--- src/rtl/spm_arbiter.sv ---
// Round-robin arbiter and sequencer that shares one signed serial-parallel
// multiplier between N requesters. It grants one requester, hands the
// operands to the SPM with a start pulse, and waits for done under a watchdog.
// It then returns the product, tagged with the requester ID, over a
// valid/ready response port.
module spm_arbiter #(
  parameter int N       = 4,
  parameter int DATA_W  = 8,
  parameter int TIMEOUT = 32
) (
  input  logic                         clk_i,
  input  logic                         rst_i,
  input  logic [N-1:0]                 req_i,
  input  logic [N*DATA_W-1:0]          a_i,
  input  logic [N*DATA_W-1:0]          b_i,
  output logic [N-1:0]                 gnt_o,
  output logic                         spm_start_o,
  output logic [DATA_W-1:0]            spm_a_o,
  output logic [DATA_W-1:0]            spm_b_o,
  input  logic                         spm_done_i,
  input  logic [2*DATA_W-1:0]          spm_prod_i,
  output logic                         rsp_valid_o,
  input  logic                         rsp_ready_i,
  output logic [$clog2(N)-1:0]         rsp_id_o,
  output logic [2*DATA_W-1:0]          rsp_prod_o,
  output logic                         rsp_err_o,
  output logic                         busy_o
);

  localparam int ID_W = $clog2(N);
  localparam int WD_W = $clog2(TIMEOUT + 1);
  localparam logic [ID_W:0]   N_W     = (ID_W + 1)'(N);
  localparam logic [WD_W-1:0] WD_LAST = WD_W'(TIMEOUT - 1);

  typedef enum logic [1:0] {
    S_IDLE,
    S_ISSUE,
    S_WAIT,
    S_RESP
  } state_t;

  state_t                state_q, state_d;
  logic [ID_W-1:0]       rr_ptr_q, rr_ptr_d;
  logic [WD_W-1:0]       wd_cnt_q, wd_cnt_d;
  logic [N-1:0]          gnt_q, gnt_d;
  logic                  start_q, start_d;
  logic [DATA_W-1:0]     spm_a_q, spm_a_d;
  logic [DATA_W-1:0]     spm_b_q, spm_b_d;
  logic                  rsp_valid_q, rsp_valid_d;
  logic [ID_W-1:0]       rsp_id_q, rsp_id_d;
  logic [2*DATA_W-1:0]   rsp_prod_q, rsp_prod_d;
  logic                  rsp_err_q, rsp_err_d;

  // Unpacked view of the per-requester operand buses.
  logic [DATA_W-1:0]     a_arr [N];
  logic [DATA_W-1:0]     b_arr [N];

  generate
    for (genvar gi = 0; gi < N; gi++) begin : g_unpack
      assign a_arr[gi] = a_i[gi*DATA_W +: DATA_W];
      assign b_arr[gi] = b_i[gi*DATA_W +: DATA_W];
    end
  endgenerate

  logic              win_found;
  logic [ID_W-1:0]   win_idx;
  logic [ID_W:0]     cand;

  // Round-robin pick: scan from rr_ptr+1 upward (mod N). The scan runs from the
  // farthest offset down to the nearest, so the nearest requesting index wins.
  always_comb begin
    win_found = 1'b0;
    win_idx   = '0;
    cand      = '0;
    for (int off = N; off >= 1; off--) begin
      cand = {1'b0, rr_ptr_q} + (ID_W + 1)'(off);
      if (cand >= N_W) begin
        cand = cand - N_W;
      end
      if (req_i[cand[ID_W-1:0]]) begin
        win_found = 1'b1;
        win_idx   = cand[ID_W-1:0];
      end
    end
  end

  // Next-state and registered-output logic; everything holds unless a state acts.
  always_comb begin
    state_d     = state_q;
    rr_ptr_d    = rr_ptr_q;
    wd_cnt_d    = wd_cnt_q;
    gnt_d       = '0;
    start_d     = 1'b0;
    spm_a_d     = spm_a_q;
    spm_b_d     = spm_b_q;
    rsp_valid_d = rsp_valid_q;
    rsp_id_d    = rsp_id_q;
    rsp_prod_d  = rsp_prod_q;
    rsp_err_d   = rsp_err_q;
    case (state_q)
      S_IDLE: begin
        if (win_found) begin
          state_d        = S_ISSUE;
          gnt_d[win_idx] = 1'b1;
          start_d        = 1'b1;
          spm_a_d        = a_arr[win_idx];
          spm_b_d        = b_arr[win_idx];
          rsp_id_d       = win_idx;
          rr_ptr_d       = win_idx;
        end
      end
      S_ISSUE: begin
        state_d  = S_WAIT;
        wd_cnt_d = '0;
      end
      S_WAIT: begin
        // Done takes precedence over a coincident watchdog expiry.
        if (spm_done_i) begin
          state_d     = S_RESP;
          rsp_prod_d  = spm_prod_i;
          rsp_err_d   = 1'b0;
          rsp_valid_d = 1'b1;
        end else if (wd_cnt_q == WD_LAST) begin
          state_d     = S_RESP;
          rsp_prod_d  = '0;
          rsp_err_d   = 1'b1;
          rsp_valid_d = 1'b1;
        end else begin
          wd_cnt_d = wd_cnt_q + WD_W'(1);
        end
      end
      S_RESP: begin
        if (rsp_ready_i) begin
          state_d     = S_IDLE;
          rsp_valid_d = 1'b0;
        end
      end
      default: begin
        state_d = S_IDLE;
      end
    endcase
  end

  // State and output registers; reset gives requester 0 first priority.
  always_ff @(posedge clk_i or posedge rst_i) begin
    if (rst_i) begin
      state_q     <= S_IDLE;
      rr_ptr_q    <= ID_W'(N - 1);
      wd_cnt_q    <= '0;
      gnt_q       <= '0;
      start_q     <= 1'b0;
      spm_a_q     <= '0;
      spm_b_q     <= '0;
      rsp_valid_q <= 1'b0;
      rsp_id_q    <= '0;
      rsp_prod_q  <= '0;
      rsp_err_q   <= 1'b0;
    end else begin
      state_q     <= state_d;
      rr_ptr_q    <= rr_ptr_d;
      wd_cnt_q    <= wd_cnt_d;
      gnt_q       <= gnt_d;
      start_q     <= start_d;
      spm_a_q     <= spm_a_d;
      spm_b_q     <= spm_b_d;
      rsp_valid_q <= rsp_valid_d;
      rsp_id_q    <= rsp_id_d;
      rsp_prod_q  <= rsp_prod_d;
      rsp_err_q   <= rsp_err_d;
    end
  end

  assign gnt_o       = gnt_q;
  assign spm_start_o = start_q;
  assign spm_a_o     = spm_a_q;
  assign spm_b_o     = spm_b_q;
  assign rsp_valid_o = rsp_valid_q;
  assign rsp_id_o    = rsp_id_q;
  assign rsp_prod_o  = rsp_prod_q;
  assign rsp_err_o   = rsp_err_q;
  assign busy_o      = (state_q != S_IDLE);

endmodule

--- config.mk ---
export PLATFORM = sky130hd
export DESIGN_NAME = spm_arbiter
export DESIGN_NICKNAME = d
export VERILOG_FILES = /design/src/rtl/spm_arbiter.sv
export SDC_FILE = /design/constraint.sdc
export NUM_CORES = 1
export LEC_CHECK = 0
export CAP_MARGIN = 0
export CORE_ASPECT_RATIO = 1.5
export CORE_MARGIN = 2
export CORE_UTILIZATION = 41
export CTS_CLUSTER_SIZE = 20
export DETAILED_ROUTE_END_ITERATION = 8
export PLACE_DENSITY = 0.81
export RECOVER_POWER = 100
export SETUP_SLACK_MARGIN = 0.2
export SLEW_MARGIN = 20
export SYNTH_ARGS = -nofsm -noshare
export SYNTH_HDL_FRONTEND = slang
export SYNTH_SLANG_ARGS = --single-unit
--- constraint.sdc ---
create_clock -name clk_i -period 2.4 [get_ports clk_i]
set_clock_uncertainty 0.15 [all_clocks]
set_input_delay 0.72 -clock clk_i [delete_from_list [all_inputs] [get_ports clk_i]]
set_output_delay 0.72 -clock clk_i [all_outputs]
set_load 0.05 [all_outputs]
# Word level (Yosys, flattened, before mapping)
# Index checks and enable logic that the tools add are counted.
op_classes:
  addsub: 9
  multipliers: 0
  div: 0
  order_cmp: 11
  n_eq_ne: 9
  n_shift: 0
  mux: 47
  bitwise: 1
  reduce_logical: 11
op_table:
  columns: ["op", "n"]
  rows:
  - ["binary-select mux 8 bit (select 2 bit)", 2]
  - ["2-to-1 mux 16 bit", 2]
  - ["2-to-1 mux 8 bit", 4]
  - ["2-to-1 mux 2 bit", 12]
  - ["greater-or-equal comparator 3 bit, second input constant", 5]
  - ["less-than comparator 2 x 3 -> 1 bit, second input constant", 5]
  - ["2-to-1 mux 1 bit", 15]
  - ["2-to-1 mux 6 bit", 2]
  - ["case mux 6 bit (2 select lines)", 1]
  - ["AND reduction 3 bit", 3]
  - ["binary-select mux 1 bit (select 2 bit)", 4]
  - ["2-to-1 mux 4 bit", 2]
  - ["!= test 2 bit, second input constant", 4]
  - ["case mux 2 bit (4 select lines)", 1]
  - ["nonzero test 2 bit", 4]
  - ["subtractor 2 x 1 -> 2 bit, second input constant", 4]
  - ["adder 2 x 2 -> 3 bit, second input constant", 2]
  - ["adder 6 x 1 -> 6 bit, second input constant", 1]
  - ["== test 6 x 5 -> 1 bit, second input constant", 1]
  - ["== test 2 bit, second input constant", 2]
  - ["AND reduction 2 bit", 2]
  - ["adder 2 x 1 -> 3 bit, second input constant", 1]
  - ["adder 2 x 3 -> 3 bit, second input constant", 1]
  - ["!= test 3 bit, second input constant", 1]
  - ["7 further kinds", 7]
word_totals:
  ff_bits: 51
  latch_bits: 0
  ramBits: 0
  romBits: 0
  input_bits: 88
  output_inout_bits: 42
  n_memories: 0

# Depth between registers and ports, before layout
logic_depth:
  ltp_word: 15
  ltp_mapped: 8
  mapped_depth_nobuf: 6

# Least setup slack after synthesis
# OpenSTA, ideal clock, no wires.
synth_path:
  path_kind: "input to register"
  start: "input req_i[0]"
  end: "register spm_a_q[0], in the netlist spm_a_o[0]"
  setup_ns: 0.132
  arrival_time_ns: 1.747
  t_required_ns: 2.118
  path_slack_ns: 0.371
  path_stages: 6
  n_path_buf: 2
  cell_sequence: "nor4_1 > nand2b_1 > buf_4 > or2_1 > buf_2 > o221ai_2"
synth_via:
  elab_chain_cells: 10
  word_cells_on_any_way: 21
  cone_classes: "19 x mux; 1 x bitwise; 1 x reduce/logical"
synth_rtl:
  columns: ["element", "line", "rtl"]
  rows:
  - ["from (decl)", "13", "input logic [N-1:0] req_i,"]
  - ["binary-select mux 1 bit (select 2 bit)", "80", "if (req_i[cand[ID_W-1:0]]) begin"]
  - ["2-to-1 mux 1 bit (implied by the code)", "80", null]
  - ["2-to-1 mux 2 bit (4 in a row)", "80", null]
  - ["inverter 2 -> 3 bit (implied by the code)", "106", "spm_a_d = a_arr[win_idx];"]
  - ["binary-select mux 8 bit (select 2 bit)", "106", null]
  - ["2-to-1 mux 8 bit (implied by the code) (2 in a row)", "106", null]
  - ["to (signal assigned)", "164", "spm_a_q <= spm_a_d;"]
  - ["to (decl)", "47", "logic [DATA_W-1:0] spm_a_q, spm_a_d;"]
# Several ways; a longest one is shown, not always the timed one. The select of a mux whose other input is x is not followed.
# A chain may end at the register's enable or synchronous reset.

# Final worst setup path
layout_path:
  start: "register rr_ptr_q[1]"
  end: "register spm_b_q[6], in the netlist spm_b_o[6]"
layout_via:
  elab_chain_cells: 13
  word_cells_on_any_way: 37
  cone_classes: "8 x add/sub; 4 x order compare; 23 x mux; 1 x bitwise; 1 x reduce/logical"
layout_rtl:
  columns: ["element", "line", "rtl"]
  rows:
  - ["from (decl)", "43", "logic [ID_W-1:0] rr_ptr_q, rr_ptr_d;"]
  - ["from (signal assigned)", "148", "rr_ptr_q <= ID_W'(N - 1);"]
  - ["from (signal assigned)", "160", "rr_ptr_q <= rr_ptr_d;"]
  - ["adder 2 x 3 -> 3 bit", "76", "cand = {1'b0, rr_ptr_q} + (ID_W + 1)'(off);"]
  - ["greater-or-equal comparator 3 bit / subtractor 2 x 1 -> 2 bit (equally long branches)", "77, 78", null]
  - ["2-to-1 mux 2 bit", "77", "if (cand >= N_W) begin"]
  - ["binary-select mux 1 bit (select 2 bit)", "80", null]
  - ["2-to-1 mux 1 bit (implied by the code)", "80", null]
  - ["2-to-1 mux 2 bit (4 in a row)", "80", null]
  - ["inverter 2 -> 3 bit (implied by the code)", "107", "spm_b_d = b_arr[win_idx];"]
  - ["binary-select mux 8 bit (select 2 bit)", "107", null]
  - ["2-to-1 mux 8 bit (implied by the code) (2 in a row)", "107", null]
  - ["to (signal assigned)", "165", "spm_b_q <= spm_b_d;"]
  - ["to (decl)", "48", "logic [DATA_W-1:0] spm_b_q, spm_b_d;"]
# Several ways; a longest one is shown, not always the timed one. The select of a mux whose other input is x is not followed.

==> metrics.txt <==
Setup crit end kind flip-flop; Critical Path, Cell by Cell mux2i_1 -> nor2_1 -> nor3_4 -> buf_6 -> buf_4 -> buf_12 -> mux2i_2 -> o221ai_2; final hold violations 0; Worst Max-Slew Pin Slew 741 ps; maximum vdd ir drop 0.722 mV; Synth cell types 38; number of synthesized register bits 51; number of vias per cell 5.32; clk slew on worst S/H paths 100 ps; Max clock buf depth 2; Diodes inserted 0; GPL Wtd Cong 0.767; DR iter-0 viols 147; crit path DAT 2280 ps; Overflow after GRT 0; register area share after synthesis 48.7%; die width 69.3 um; first-pass GRT wire length 12.4 mm; synth warn 0; DIE AREA 7070 um^2; Synth Area per Inst 11.7 um^2; R2R depth 8; via count 2426; GRT Util Overall 21.8%; Power Density 1330 nW/um^2; worst hold path class reg2reg; Crit Reg-Reg Endpoint spm_b_o[6]; CP startpoint kind flip-flop; NumNets Final 474; Pins Over Slew Limit 0; largest net degree at the start of global routing 23; hold endpoint spm_a_o[0]; Post-Synthesis Net Count 318; CTS tree yes; Pleak 1.99 nW; DRC 0; Die Ht 102 um; I/O Pins 130; vias in the first global route 2627; Rel. slew slack 50.6%; R2R Setup Slk 150 ps; Setup Viol. Count Final 0; Critical-path top delay cell dfstp_1; Core Footprint 6170 um^2; IO buf count 129; Max-Cap Viols 0; Worst Min Path Start spm_a_o[0]; Skew-Pair Late Insertion Delay 300 ps; initial antenna violation count 0; status finished, final reports clean; total negative slack 0 ps; Critical Path RT 2430 ps; RSZ-0062 raised after global routing yes; CTS sink cnt 51; Worst R2R Start rr_ptr_q[1]; crit path time final 2250 ps; Worst Hold Margin 338 ps; Area growth, synth to finish 67.6%; share of layout cells above drive strength 1 20.7%; row cnt 35; critical path peak fanout 7; Initial Util 42.5%; routed wire length 8.20 mm; Num CTS Buffers 5; synthesized cell area 2630 um^2; remaining antenna violation count after routing 0; placed wire-length estimate 5.55 mm; CP max stage delay 630 ps; Root Driver clkbuf_8; Final Cycle Share 93.7%; WL/cell 18.0 um; Max Clk Rate 445 MHz; Hold Path Depth 2; DRT Pass-1 Iters 4; Setup CP Type reg2reg; Gate Count Post-Synth 225; H-tree Lvls 2; Finished Core Util 71.3%
==> worst max path at each step <==
stage | from | cells past startpoint | slack (ps) | endpoint
2_1_floorplan | rst_i | 1 | 300 | gnt_o[0]
3_3_place_gp | req_i[2] | 7 | -200 | spm_b_o[0]
3_5_place_dp | req_i[1] | 7 | -310 | spm_b_o[5]
4_1_cts | req_i[1] | 9 | 200 | spm_b_o[5]
5_1_grt | rr_ptr_q[1] | 8 | 70 | spm_b_o[6]
6_report | rr_ptr_q[1] | 8 | 150 | spm_b_o[6]
==> cell usage after synthesis, drive strengths merged <==
| cell type | instances | area share, % |
|---|---|---|
| ha | 5 | 2.4 |
| nor3 | 1 | 0.38 |
| xor2 | 1 | 0.33 |
| mux2i | 33 | 13 |
| clkbuf | 1 | 0.14 |
| a31o | 1 | 0.33 |
| nand4 | 3 | 0.71 |
| a211oi | 1 | 0.29 |
| o211a | 1 | 0.38 |
| dfrtp | 49 | 47 |
| buf | 12 | 4.7 |
| o32a | 1 | 0.38 |
| nor3b | 1 | 0.29 |
| o211ai | 1 | 0.29 |
| or2 | 1 | 0.24 |
| a31oi | 1 | 0.24 |
| nor2 | 14 | 2.0 |
| o221ai | 16 | 9.1 |
| nor2b | 2 | 0.48 |
| nand3 | 1 | 0.19 |
| a22o | 17 | 5.7 |
| nand2b | 1 | 0.24 |
| o22ai | 1 | 0.48 |
| nor4 | 1 | 0.24 |
| or3 | 1 | 0.24 |
| a21oi | 7 | 1.3 |
| o21bai | 1 | 0.29 |
| inv | 9 | 1.3 |
| o21ai | 8 | 1.5 |
| dfstp | 2 | 2.0 |
| nand2 | 31 | 4.5 |
==> registers in the layout (all words and copies together), names as in the netlist <==
register	count
spm_b_o	8
state_q	2
spm_start_o	1
rsp_valid_o	1
gnt_o	4
rsp_err_o	1
spm_a_o	8
wd_cnt_q	6
rsp_id_o	2
rr_ptr_q	2
rsp_prod_o	16
==> where the power goes <==
group / switching (mW) / leakage [nW] / internal, mW
Combinational: 2.31 / 1.29 / 1.48
Clock: 0.299 / 0.0587 / 0.316
Sequential: 0.220 / 0.637 / 1.24
Total: 2.83 / 1.99 / 3.04
==> cell families after synthesis <==
family / Yosys count / share of synthesized area [%]
simple gates: 57 / 9.53
fa+ha+maj: 5 / 2.38
compound gates: 56 / 20.3
xor+xnor: 1 / 0.334
buf+inv: 22 / 6.15
mux: 33 / 12.6
flops: 51 / 48.7
==> layer usage <==
metal	vias up	global-route usage, %	part of all wire [%]
met5	-	0	0
met4	0	5.43	1.6
met3	11	4.24	5.3
met2	99	44.0	58
met1	1177	22.9	35
li1	1139	-	-
==> cells in the final DEF, fill, tap and decap left out, types with 2 or more instances in the layout <==
cell type	n
mux2i_2	10
mux2i_1	16
clkbuf_8	5
clkbuf_1	13
o221ai_2	16
clkdlybuf4s50_1	81
nand4_1	3
clkbuf_4	2
nand2_1	30
buf_6	2
buf_16	3
dfrtp_1	49
nor2_1	14
a21oi_1	6
inv_1	8
buf_4	14
a22o_1	17
dlygate4sd3_1	2
ha_1	5
buf_12	6
nor2b_1	2
dlygate4sd2_1	34
o21ai_0	8
mux2i_4	7
clkbuf_2	4
==> per-stage QoR <==
stage	cell area [um^2]	std cells	setup slack, ps	power (mW)
6_report	4400	456	151	5.86
5_1_grt	4400	456	68.9	6.18
4_1_cts	4320	452	200	5.76
3_5_place_dp	4060	434	-306	5.02
3_3_place_gp	4060	434	-197	4.94
2_1_floorplan	2630	225	304	3.90
==> final cells by class <==
class | instances | area (um^2)
clock buffers | 5 | 68.8
clock inverters | 3 | 47.5
fillers | 459 | 1770
inverters | 9 | 33.8
multi-input cells | 152 | 1320
flip-flops and latches | 51 | 1280
well taps | 74 | 92.6
repair buffers | 162 | 1560
==> worst max-delay path, delay by kind of cell, from the launching register on <==
family                 cells  cell delay, ps
AND/OR/NAND/NOR            2             320
flip-flops                 1             630
buffers and inverters      3             440
multiplexers               2             480
AO/OA/AOI/OAI              1             120
==> timing repair <==
action	in CTS	in global routing
resized for setup	52	28
hold endpoints to repair	0	0
hold buffers	0	0
pin swaps	7	4
setup buffers	6	4
setup endpoints to repair	50	19
gates cloned	4	0
Power figures use the tool's default switching activity.
